===== src/rtl/ps2_key_fifo.sv =====
// PS/2 make-code buffer: edge-detects new scancode bytes, optionally filters break/E0
// sequences (macro PS2_BREAK_FILTER_EN), and queues codes in a first-word-fall-through FIFO.
module ps2_key_fifo #(
    parameter int unsigned DEPTH = 8,
    parameter int unsigned AW    = 3
) (
    input  logic          clock,
    input  logic          reset,
    input  logic          ps2_key_pressed,
    input  logic [7:0]    ps2_out,
    input  logic          pop,
    input  logic          clear_overflow,
    output logic          key_valid,
    output logic [7:0]    key_data,
    output logic [AW:0]   count,
    output logic          overflow
);

    localparam int unsigned CW = AW + 1;

    logic          kp_q;
    logic          accept_c;
    logic          push_c;

    logic [7:0]    mem_q [DEPTH];
    logic [AW-1:0] wr_ptr_q, wr_ptr_d;
    logic [AW-1:0] rd_ptr_q, rd_ptr_d;
    logic [CW-1:0] count_q, count_d;
    logic          overflow_q, overflow_d;
    logic          full_c, empty_c, do_push_c, do_pop_c, ovf_set_c;

    // kp_q resets high so a level held across reset release is not taken as a new byte
    always_ff @(posedge clock or posedge reset) begin
        if (reset) kp_q <= 1'b1;
        else       kp_q <= ps2_key_pressed;
    end

    assign accept_c = ps2_key_pressed & ~kp_q;

`ifdef PS2_BREAK_FILTER_EN
    typedef enum logic {ST_IDLE, ST_BREAK} state_t;
    state_t state_q, state_d;

    always_ff @(posedge clock or posedge reset) begin
        if (reset) state_q <= ST_IDLE;
        else       state_q <= state_d;
    end

    // E0 is a prefix in either state; F0 arms the discard of the following code
    always_comb begin
        state_d = state_q;
        push_c  = 1'b0;
        if (accept_c) begin
            case (state_q)
                ST_IDLE: begin
                    if (ps2_out == 8'hF0)      state_d = ST_BREAK;
                    else if (ps2_out != 8'hE0) push_c  = 1'b1;
                end
                ST_BREAK: begin
                    if (ps2_out != 8'hE0) state_d = ST_IDLE;
                end
                default: state_d = ST_IDLE;
            endcase
        end
    end
`else
    assign push_c = accept_c;
`endif

    assign full_c    = (count_q == CW'(DEPTH));
    assign empty_c   = (count_q == '0);
    assign do_pop_c  = pop & ~empty_c;
    assign do_push_c = push_c & (~full_c | do_pop_c);
    assign ovf_set_c = push_c & full_c & ~do_pop_c;

    always_comb begin
        wr_ptr_d   = wr_ptr_q;
        rd_ptr_d   = rd_ptr_q;
        count_d    = count_q + CW'(do_push_c) - CW'(do_pop_c);
        overflow_d = overflow_q;
        if (do_push_c) wr_ptr_d = wr_ptr_q + AW'(1);
        if (do_pop_c)  rd_ptr_d = rd_ptr_q + AW'(1);
        if (ovf_set_c)           overflow_d = 1'b1;
        else if (clear_overflow) overflow_d = 1'b0;
    end

    always_ff @(posedge clock or posedge reset) begin
        if (reset) begin
            wr_ptr_q   <= '0;
            rd_ptr_q   <= '0;
            count_q    <= '0;
            overflow_q <= 1'b0;
        end else begin
            wr_ptr_q   <= wr_ptr_d;
            rd_ptr_q   <= rd_ptr_d;
            count_q    <= count_d;
            overflow_q <= overflow_d;
        end
    end

    // Storage is reset so the head reads zero straight after reset
    always_ff @(posedge clock or posedge reset) begin
        if (reset) begin
            for (int unsigned i = 0; i < DEPTH; i++) mem_q[i] <= 8'h00;
        end else if (do_push_c) begin
            mem_q[wr_ptr_q] <= ps2_out;
        end
    end

    assign key_valid = ~empty_c;
    assign key_data  = mem_q[rd_ptr_q];
    assign count     = count_q;
    assign overflow  = overflow_q;

endmodule


===== config.mk =====
export PLATFORM = sky130hd
export DESIGN_NAME = ps2_key_fifo
export DESIGN_NICKNAME = d
export VERILOG_FILES = /design/src/rtl/ps2_key_fifo.sv
export SDC_FILE = /design/constraint.sdc
export NUM_CORES = 1
export LEC_CHECK = 0
export ABC_AREA = 0
export BUFFER_PORTS_ARGS = -buffer_cell sky130_fd_sc_hd__buf_4
export CAP_MARGIN = 0
export CORE_ASPECT_RATIO = 1.25
export CORE_MARGIN = 5
export CORE_UTILIZATION = 49
export CTS_BUF_LIST = sky130_fd_sc_hd__clkbuf_16
export DETAILED_ROUTE_END_ITERATION = 16
export GPL_TIMING_DRIVEN = 0
export PLACE_DENSITY_LB_ADDON = 0.2
export REMOVE_ABC_BUFFERS = 1
export SYNTH_ARGS = -nofsm -noshare
export SYNTH_HDL_FRONTEND = slang
export SYNTH_SLANG_ARGS = --single-unit

===== constraint.sdc =====
create_clock -name clock -period 6 [get_ports clock]
set_clock_uncertainty 0.2 [all_clocks]
set_input_delay 0 -clock clock [delete_from_list [all_inputs] [get_ports clock]]
set_output_delay 0 -clock clock [all_outputs]
set_load 0.005 [all_outputs]

; Word-level counts from Yosys, hierarchy flattened
; Index checks and enable logic that the tools add are counted.
[totals]
reg_bits = 76
inputBits = 13
output_inout_bits = 14
elab_cells = 44
[op_classes]
addsub = 4
order_cmp = 3
eq_ne = 1
mux = 8
bitwise_logic = 12
n_reduce_logical = 3
[ops]
columns = operator, count
row1 = bitwise mux 64 bit, 1
row2 = binary-select mux 8 bit (select 3 bit), 1
row3 = demux 8 bit (select 3 bit), 1
row4 = two-way mux 8 bit, 3
row5 = ">= comparator 4 bit, second input constant", 2
row6 = NOT 3 -> 4 bit, 2
row7 = "adder 3 x 1 -> 3 bit, second input constant", 2
row8 = bitwise AND 1 bit, 5
row9 = adder 4 x 1 -> 4 bit, 1
row10 = "equality test 4 bit, second input constant", 1
row11 = logical NOT 4 bit, 1
row12 = "< comparator 4 x 1 -> 1 bit, second input constant", 1
row13 = NOT 1 bit, 4
row14 = subtractor 4 x 1 -> 4 bit, 1
row15 = two-way mux 1 bit, 2
row16 = nonzero test 2 bit, 1
row17 = logical AND 1 bit, 1
row18 = OR 1 bit, 1

; Depth between registers and ports, before layout
[logic_depth]
ltp_word = 7
ltp_mapped = 11
ltp_nobuf = 11

; Worst setup path before layout
; Ideal clock, no wire load.
[synth_timing]
path_kind = reg2reg
startpoint = reg count_q[2], in the netlist count[2]
endpoint = reg count_q[2], in the netlist count[2]
setup_time_ns = 0.123
arrival_time_ns = 2.325
t_required_ns = 5.677
path_slack_ns = 3.353
path_stages_with_launch = 12
path_buffers = 0
period_less_slack_ns = 2.647
cell_sequence = dfrtp_1 inv_1 ha_1 nor3b_1 a21oi_1 inv_1 ha_1 inv_1 ha_1 inv_1 fa_1 xnor2_1
[synth_between]
elab_chain_len = 7
elab_cells_between_ends = 9
cone_classes = 2 x add/sub / 1 x eq/ne / 5 x bitwise / 1 x reduce/logical
[synth_rtl]
columns = element, line
row1 = from (decl), 28  ; logic [CW-1:0] count_q, count_d;
row2 = from (signal assigned), 96  ; count_q <= count_d;
row3 = logical NOT 4 bit, 71  ; assign empty_c = (count_q == '0);
row4 = NOT 1 bit, 72  ; assign do_pop_c = pop & ~empty_c;
row5 = bitwise AND 1 bit, 72
row6 = OR 1 bit, 73  ; assign do_push_c = push_c & (~full_c | do_pop_c);
row7 = bitwise AND 1 bit, 73
row8 = adder 4 x 1 -> 4 bit, 79  ; count_d = count_q + CW'(do_push_c) - CW'(do_pop_c);
row9 = subtractor 4 x 1 -> 4 bit (*), 79
row10 = net count_d[2], 28
; Mark *: on every way through the listed nets, which the timed path passes. The rest lies on a longest branch.
; A chain may end at the register's enable or synchronous reset.

; Worst setup path after layout
; Ends and elaborated chain as after synthesis.

==> reports/metrics.csv <==
metric,value,unit
status,finished clean,
multi_input_area,1630,um^2
p_int,1.72,mW
clkTransAtPathRegs,0.06,ns
rr_endpoint,count[2],
ys_ff_latch,76,
io_pins,27,
clock_latency,0.32,ns
cp_slowest_cell,nor3b_1,
viasPerCell,5.48,
synthCells,231,
start_util,49.7,%
switching_power,0.674,mW
p_leak,1.97,nW
swShare,28.2,%
start_kind,register,
rsz0062_at_grt,no,
wire_per_inst,19.0,um
end_kind,register,
yosysWarnings,0,
finalSetupTns,0,ns
grt_max_degree,69,
min_to,kp_q,
slew-limit-headroom,23.0,%
core-area,7310,um^2
synthTopCellsByArea,"dfrtp_1 (52%), mux2_2 (20%), mux4_2 (9.9%)",
io_buffers,26,
whs_path_depth,2,
post-route-drc-count,0,
postSynth.asyncResetShare,100,%
drt_first_pass_iters,4,
dp_hpwl,4.31,mm
clockBufferDepth,2,
numCtsBuffers,9,
worstPathCellList,inv_1 > ha_1 > nor3b_1 > a21oi_1 > inv_1 > ha_1 > inv_1 > ha_1 > inv_1 > fa_1 > xnor2_1,
p_per_area,549,nW/um^2
clock_sinks,76,
synth_most_common_cell,dfrtp_1,
finalHoldViolCount,0,
final_max_slew_viol_count,0,
yosysUniqueCellTypes,32,
arrival,2.94,ns
drtIter0Drc,59,
grt_usage,17.0,%
die_w,87.1,um
die_area,9260,um^2
ys_seq_area_share,52.3,%
seqCellArea,1900,um^2
grt_overflow,0,
layout_min_cycle_time,2.93,ns
worst_slew_pin_slew,1.15,ns
cp.required,6.00,ns
hold_start,ps2_key_pressed,
p_clk_share,23.3,%
grt_pass1_vias,2204,
power_frac_seq,41.0,%
synth_area_leader_cell,dfrtp_1,
yosys.area.top_type_share,51.6,%
ant_nets,0,
synth_commonest_cells,"dfrtp_1 (75), mux2_2 (66), mux4_2 (16), inv_1 (13)",
diodes,0,
critPathMostFrequentCell,inv_1,
synth_edf_count,0,
fin_crit_sh,48.9,%
rr_worst_depth,11,
syn_area,3640,um^2
hold_path.class,in2reg,
rows,35,
irDropWorstVdd,0.268,mV
r2r_start,count[2],
total_power,2.39,mW
place_congestion,0.704,
ff2ff_setup_slack,3.07,ns
max_freq,0.341,GHz
antenna_found_initial,0,
area_delta_synth_final,19.6,%
wl,6.93,mm
drv_cap,0,
chipHeight,106,um
criticalPathCategory,reg2reg,
cts_max_level,3,
combPwrFrac,35.7,%
synth_area_per_cell,15.7,um^2
layout-drive-gt1-share,51.6,%
num_vias,2000,
fillerInstances,581,
final-setup-viol-count,0,
critPathMaxStageDelay,0.58,ns
cts_tree,yes,
grt_pass1_wl,11.6,mm
critPathMaxFanout,4,
nNetsFinal,292,
yosys_most_used_dff,dfrtp_1,
cts-root-buf,clkbuf_16,
==> worst max-delay path: cells and delay by family, from the launching register on <==
kind                     cells  cell delay [ns]
AO/OA/AOI/OAI                1             0.24
XOR/XNOR                     1             0.14
adder cells (fa/ha/maj)      4             0.95
buffers and inverters        4             0.32
flip-flops                   1             0.38
AND/OR/NAND/NOR              1             0.58
==> layout by cell type, fill, tap and decap left out, types with 8 or more instances in the layout <==
cell type and count:
buf_4 26, inv_1 12, ha_1 8, mux2_2 66, clkbuf_16 9, dlygate4sd3_1 13
mux4_2 16, dfrtp_1 75, mux2_4 8
==> per-stage QoR <==
step / hold WS (ns) / std cells / utilization, % / setup slack, ns / instance area, um^2
finish: 0.167 / 365 / 59.5 / 3.07 / 4350
global route: 0.180 / 365 / 59.5 / 2.83 / 4350
CTS: 0.152 / 365 / 59.5 / 3.05 / 4350
detailed placement: -0.285 / 338 / 53.6 / 3.07 / 3920
global placement: -0.0565 / 337 / 53.2 / 2.89 / 3890
floorplan: -0.196 / 219 / - / 3.35 / 3580
==> power by group through the flow <==
stage	clock, mW	combinational (mW)	sequential, mW
after global routing	0.590	0.943	1.03
after detailed placement	0	0.859	0.995
after global placement	0	0.835	0.983
after CTS	0.569	0.870	0.985
after floorplan	0	0.636	0.919
final	0.557	0.852	0.980
==> state kept, by name, summed over array words and instances (netlist names) <==
signal / flops
count: 4
mem_q: 64
wr_ptr_q: 3
overflow: 1
rd_ptr_q: 3
kp_q: 1
==> area by class of cell <==
cell class	count	share of cell area, %
clock buffers	9	5.18
multi-input cells	130	37.3
repair buffers	40	8.11
clock inverters	5	1.81
flip-flops and latches	76	43.7
well taps	92	2.65
inverters	13	1.18
==> repair_timing <==
action                                 in CTS  in global routing
endpoints found under the hold margin     147                  0
hold buffers                               13                  0
resized for setup                           0                  0
setup buffers                               0                  0
==> how the worst max path moves through the flow <==
stage,startpoint,endpoint,slack [ns],cells past startpoint
after floorplan,count[2],count[2],3.35,11
after global placement,reset,mem_q[37],2.89,2
after detailed placement,count[2],count[1],3.07,11
after CTS,count[2],count[2],3.05,11
after global routing,count[2],count[3],2.83,11
final,count[2],count[2],3.07,11
==> cells by family after synthesis <==
family | share of synthesized area (%)
buf+inv | 2.99
fa+ha+maj | 3.30
mux | 33.6
flops | 52.3
compound gates | 3.58
simple gates | 2.72
xor+xnor | 1.45
==> routing by layer <==
metal | global-route usage, % | vias to the layer above | routed length, um
met4 | 6.35 | 0 | 63
li1 | - | 928 | -
met5 | 0 | - | 0
met2 | 27.1 | 21 | 3490
met1 | 22.6 | 1047 | 3190
met3 | 3.72 | 4 | 185
No activity file was read; power rests on OpenSTA's default activity.
